`src/rtl/fact_seq_if.sv`:
```
// fact_seq_if: start/operand request and busy/done/result/overflow status of the factorial engine
interface fact_seq_if #(parameter int OP_W = 4, parameter int RES_W = 32);
  logic start;
  logic [OP_W-1:0] operand;
  logic busy;
  logic done;
  logic [RES_W-1:0] result;
  logic overflow;
  modport master(output start, operand, input busy, done, result, overflow);
  modport slave(input start, operand, output busy, done, result, overflow);
endinterface

```
`src/rtl/fact_seq_engine.sv`:
```
// fact_seq_engine: run-time n! engine, one multiply per clock, sticky overflow flag.
// Define FACT_SATURATE_EN to report all ones instead of the wrapped value when overflow is set.
module fact_seq_engine #(
  parameter int OP_W = 4,
  parameter int RES_W = 32
) (
  input logic clk,
  input logic rst,
  fact_seq_if.slave bus
);
  typedef enum logic [1:0] {IDLE, CALC, DONE} state_t;
  state_t state, state_nx;
  logic [RES_W-1:0] acc, result, res_nx;
  logic [OP_W:0] idx;
  logic [OP_W-1:0] n;
  logic [RES_W+OP_W-1:0] p;
  logic overflow, ovf_nx, done, last;
  // idx never exceeds n while in CALC, so its low OP_W bits carry the whole multiplier
  assign p = {{OP_W{1'b0}}, acc} * {{RES_W{1'b0}}, idx[OP_W-1:0]};
  assign ovf_nx = overflow | (|p[RES_W+OP_W-1:RES_W]);
  assign last = idx == {1'b0, n};
`ifdef FACT_SATURATE_EN
  assign res_nx = state == IDLE ? RES_W'(1) : ovf_nx ? '1 : p[RES_W-1:0];
`else
  assign res_nx = state == IDLE ? RES_W'(1) : p[RES_W-1:0];
`endif
  always_ff @(posedge clk)
    if (rst) state <= IDLE;
    else state <= state_nx;
  always_comb begin
    state_nx = state;
    state_nx = state == IDLE ? (bus.start ? (bus.operand < OP_W'(2) ? DONE : CALC) : IDLE)
             : state == CALC ? (last ? DONE : CALC)
             : IDLE;
  end
  always_ff @(posedge clk)
    if (rst) begin
      acc <= '0;
      idx <= '0;
      n <= '0;
      overflow <= 1'b0;
      result <= '0;
      done <= 1'b0;
    end else begin
      done <= state_nx == DONE;
      if (state == IDLE && bus.start) begin
        n <= bus.operand;
        acc <= RES_W'(1);
        idx <= (OP_W+1)'(2);
        overflow <= 1'b0;
      end
      if (state == CALC) begin
        acc <= p[RES_W-1:0];
        overflow <= ovf_nx;
        idx <= idx + 1'b1;
      end
      if (state_nx == DONE) result <= res_nx;
    end
  assign bus.busy = state != IDLE;
  assign bus.done = done;
  assign bus.result = result;
  assign bus.overflow = overflow;
endmodule
```
`src/flat_wrapper.sv`:
```
// flat-port wrapper written by rule: the top's interface ports become plain ports
module fact_seq_engine_flat 
#(
  parameter int OP_W = 4,
  parameter int RES_W = 32
)
  (clk, rst, bus_start, bus_operand, bus_busy, bus_done, bus_result, bus_overflow);
  fact_seq_if #(.OP_W(OP_W), .RES_W(RES_W)) bus_i ();
  input logic clk;
  input logic rst;
  input wire logic [$bits(bus_i.start)-1:0] bus_start;
  input wire logic [$bits(bus_i.operand)-1:0] bus_operand;
  output wire logic [$bits(bus_i.busy)-1:0] bus_busy;
  output wire logic [$bits(bus_i.done)-1:0] bus_done;
  output wire logic [$bits(bus_i.result)-1:0] bus_result;
  output wire logic [$bits(bus_i.overflow)-1:0] bus_overflow;
  assign bus_i.start = bus_start;
  assign bus_i.operand = bus_operand;
  assign bus_busy = bus_i.busy;
  assign bus_done = bus_i.done;
  assign bus_result = bus_i.result;
  assign bus_overflow = bus_i.overflow;
  fact_seq_engine #(.OP_W(OP_W), .RES_W(RES_W)) u_core (.clk(clk), .rst(rst), .bus(bus_i));
endmodule
```
`config.mk`:
```
export PLATFORM = sky130hd
export DESIGN_NAME = fact_seq_engine_flat
export DESIGN_NICKNAME = d
export VERILOG_FILES = /design/src/rtl/fact_seq_if.sv /design/src/rtl/fact_seq_engine.sv /design/src/flat_wrapper.sv
export SDC_FILE = /design/constraint.sdc
export NUM_CORES = 1
export LEC_CHECK = 0
export ABC_AREA = 1
export BUFFER_PORTS_ARGS = -buffer_cell sky130_fd_sc_hd__buf_4
export CAP_MARGIN = 15
export CELL_PAD_IN_SITES_DETAIL_PLACEMENT = 1
export CELL_PAD_IN_SITES_GLOBAL_PLACEMENT = 1
export CORE_ASPECT_RATIO = 1.5
export CORE_UTILIZATION = 40
export CTS_CLUSTER_SIZE = 16
export DETAILED_ROUTE_END_ITERATION = 10
export PLACE_DENSITY_LB_ADDON = 0.1
export SYNTH_ARGS = -nofsm -noshare
export SYNTH_HDL_FRONTEND = slang
export SYNTH_SLANG_ARGS = --single-unit
```
`constraint.sdc`:
```
create_clock -name clk -period 3.4 [get_ports clk]
set_input_delay 0.68 -clock clk [delete_from_list [all_inputs] [get_ports clk]]
set_output_delay 0.68 -clock clk [all_outputs]
set_load 0.02 [all_outputs]
```
==> impl_metrics.json <==
{
  "antenna_left": 0,
  "fp-row-count": 60,
  "crit_slowest_cell": "fa_1",
  "reg2reg_from": "u_core.idx[3]",
  "gp_congestion": 0.885,
  "outcome": "finished, violations left",
  "slowest_delay_ns": 0.64,
  "path_cells": "clkbuf_16 > nand2_2 > inv_2 > fa_1 > inv_2 > fa_1 > inv_2 > ha_4 > nand2_4 > nor2_2 > nand2_1 > nor2_1 > nand2_2 > nand3_1 > nand2_1 > nor2_1 > nand2_1 > nand2_1 > a21oi_1",
  "syn2layout_area_growth_pct": 51.7,
  "avgSynthCellArea_um2": 6.42,
  "postCtsHoldBufs": 0,
  "setup_tns_ns": -17.90,
  "critPathMaxFanout": 7,
  "synthTopCellsByArea": "dfxtp_1 (21%), nand2_1 (19%), fa_1 (16%), inv_1 (13%), ha_1 (6.9%)",
  "grt_first_pass_wirelength_mm": 46.2,
  "n_fill_cell": 2235,
  "htreeDepth": 3,
  "cts_buffers": 9,
  "clkTransAtPathRegs_ns": 0.07,
  "finalHoldViolations": 0,
  "powerDensity_nw_per_um2": 211,
  "ys_types": 43,
  "placed_area_um2": 8960,
  "stdcell_area_um2": 11300,
  "start_util": 0.412,
  "grt_antenna_before_repair": 2,
  "fmax_ghz": 0.251,
  "wl_per_cell_um": 25.2,
  "grt_usage": 0.319,
  "post-route-period-util": 1.17,
  "worst_slack_ns": -0.581,
  "min_period_ns": 3.98,
  "numClockSinks": 77,
  "cts_tree": "yes",
  "drt-total-wl_mm": 40.2,
  "endpoint_kind": "register",
  "grt_pass1_vias": 9031,
  "required_ns": 3.61,
  "yosysSeqAreaShare": 0.207,
  "max_cap_violations": 0,
  "crit_family": "adder cells",
  "tightest_slew_ns": 0.852,
  "drive_above_1_share": 0.405,
  "hold_start": "u_core.bus.result[28]",
  "core_area_um2": 18100,
  "yosysWarningCount": 0,
  "setup_violations": 53,
  "nets": 1454,
  "grt_max_degree": 60,
  "crit_start": "u_core.idx[3]",
  "power.leakage_nw": 6.04,
  "relSlewSlack": 0.432,
  "synthesis.area_um2": 7450,
  "holdWs_ns": 0.467,
  "drc": 0,
  "crit_buf_inv": 4,
  "cts_max_path_buffers": 2,
  "path_class": "reg -> reg",
  "violations": "setup timing",
  "netlist.area_leader.share": 0.207,
  "first_pass_iters": 5,
  "port_buffers": 41,
  "die_h_um": 169,
  "insertion_delay_ns": 0.36,
  "dpl.hpwl_mm": 19.8,
  "hp-class": "reg -> reg",
  "path_common_cell": "nand2_1",
  "clock_tree.root_cell": "clkbuf_16",
  "vias_per_cell": 5.63,
  "fin_skew_ns": 0.0120,
  "ys_seq_elements": 77,
  "num_vias": 9009,
  "die_area_um2": 19200,
  "drt_iter0_drc": 648,
  "reg2reg_slack_ns": -0.58,
  "fp.dieW_um": 113,
  "worstSetupStartpointType": "register",
  "slew_violations": 0,
  "synth_nets": 1268,
  "netlist_instances": 1160,
  "grt-ovfl-total": 0,
  "io_pins": 42,
  "vdd_ir_drop_max_v": 0.000230,
  "yosysTopAreaCell": "dfxtp_1",
  "rsz0062_at_grt": "true",
  "crit_arrival_ns": 4.19
}
==> flip-flops by register name (all words and copies together) (netlist names) <==
signal	flops
u_core.bus.done	1
u_core.idx	5
u_core.acc	32
u_core.n	4
u_core.state	2
u_core.bus.overflow	1
u_core.bus.result	32
==> per-layer routing <==
| layer | share of wire | vias up | GRT usage |
|---|---|---|---|
| met1 | 0.34 | 4422 | 0.326 |
| met2 | 0.50 | 496 | 0.612 |
| met4 | 0.10 | 2 | 0.184 |
| met5 | 0.00030 | - | 0 |
| li1 | - | 3817 | - |
| met3 | 0.064 | 272 | 0.0407 |
==> placed cells by master, fill, tap and decap left out, drive strengths merged <==
master / n
fa: 60
dfxtp: 77
inv: 266
o21bai: 4
nor2: 64
clkinvlp: 1
nand2: 390
ha: 41
nor3: 12
bufinv: 2
a21oi: 99
o21a: 1
a22oi: 1
a211oi: 2
clkbuf: 11
a21boi: 1
xnor2: 5
diode: 1
o21ai: 21
or2: 4
o22ai: 1
nand4: 1
a31oi: 2
and2: 1
nand2b: 1
clkinv: 3
xor2: 18
buf: 209
nor4: 2
nand3: 43
a21o: 1
nand3b: 4
o31ai: 2
==> worst min-delay path: stages (launching register included) <==
cell and delay, ns:
dfxtp_1 0.31, nand2_1 0.06, a21oi_1 0.05
==> where the power goes <==
group | internal [mW] | total, mW | switching [mW] | leakage [nW]
Clock | 0.649 | 1.12 | 0.472 | 0.154
Combinational | 0.0822 | 0.327 | 0.245 | 5.26
Sequential | 0.916 | 0.933 | 0.0172 | 0.625
==> synthesized netlist by cell type <==
library cell,n
o21bai_1,4
clkinv_1,1
a211oi_2,1
a211oi_1,1
ha_1,41
buf_2,13
o21ai_1,1
nand3_2,1
nand3b_1,4
dfxtp_1,77
nand4_2,1
a21oi_2,1
a21oi_4,1
a21o_1,1
nor2_1,61
a21boi_0,1
a21oi_1,97
buf_6,1
inv_2,1
nand3_1,42
fa_1,60
a22oi_1,1
xnor2_1,5
nor4_1,2
clkinv_2,1
o31ai_1,2
clkbuf_1,22
nor3_2,1
o21ai_0,20
nand2b_1,1
nor2_4,1
nand2_1,387
nor3_1,11
nand2_4,1
inv_1,263
nor2_2,2
or2_2,4
and2_1,1
xor2_1,18
o22ai_1,1
nand2_2,2
a31oi_1,2
o21a_1,1
==> path summary, 6_finish.rpt <==
kind,end,cells past startpoint
worst min-delay path,u_core.bus.result[28],2
worst max register to register,u_core.bus.overflow,19
worst max-delay path,u_core.bus.overflow,19
worst min register to register,u_core.bus.result[28],2
==> area by class of cell <==
class / count / area, um^2 / area share
timing repair buffer: 211 / 1770 / 0.156
tap: 248 / 310 / 0.0274
clock inverter: 6 / 96.3 / 0.00852
multi-input combinational: 781 / 6340 / 0.561
clock buffer: 9 / 225 / 0.0199
inverter: 266 / 1010 / 0.0895
antenna: 1 / 2.50 / 0.000221
sequential: 77 / 1550 / 0.137
==> timing repair <==
action,4_1_cts,5_1_grt
resized for setup,154,266
pin swaps,36,84
endpoints found under the setup margin,51,49
setup buffers,11,22
gates cloned,1,2
==> through the flow <==
stage,total power [mW],cells,setup WS [ns],util
after floorplan,1.10,1160,0.00197,-
after global routing,2.42,1598,-0.808,0.625
after CTS,2.30,1576,-0.0933,0.560
final,2.38,1599,-0.581,0.625
after detailed placement,1.22,1549,-0.401,0.495
after global placement,1.21,1549,-0.268,0.495
==> logic make-up after synthesis <==
logic type	after synthesis	synth area share
xor+xnor	23	0.0270
fa+ha+maj	101	0.230
compound gates	135	0.0979
simple gates	522	0.283
flops	77	0.207
buf+inv	302	0.155
(Power assumes the default switching activity.)
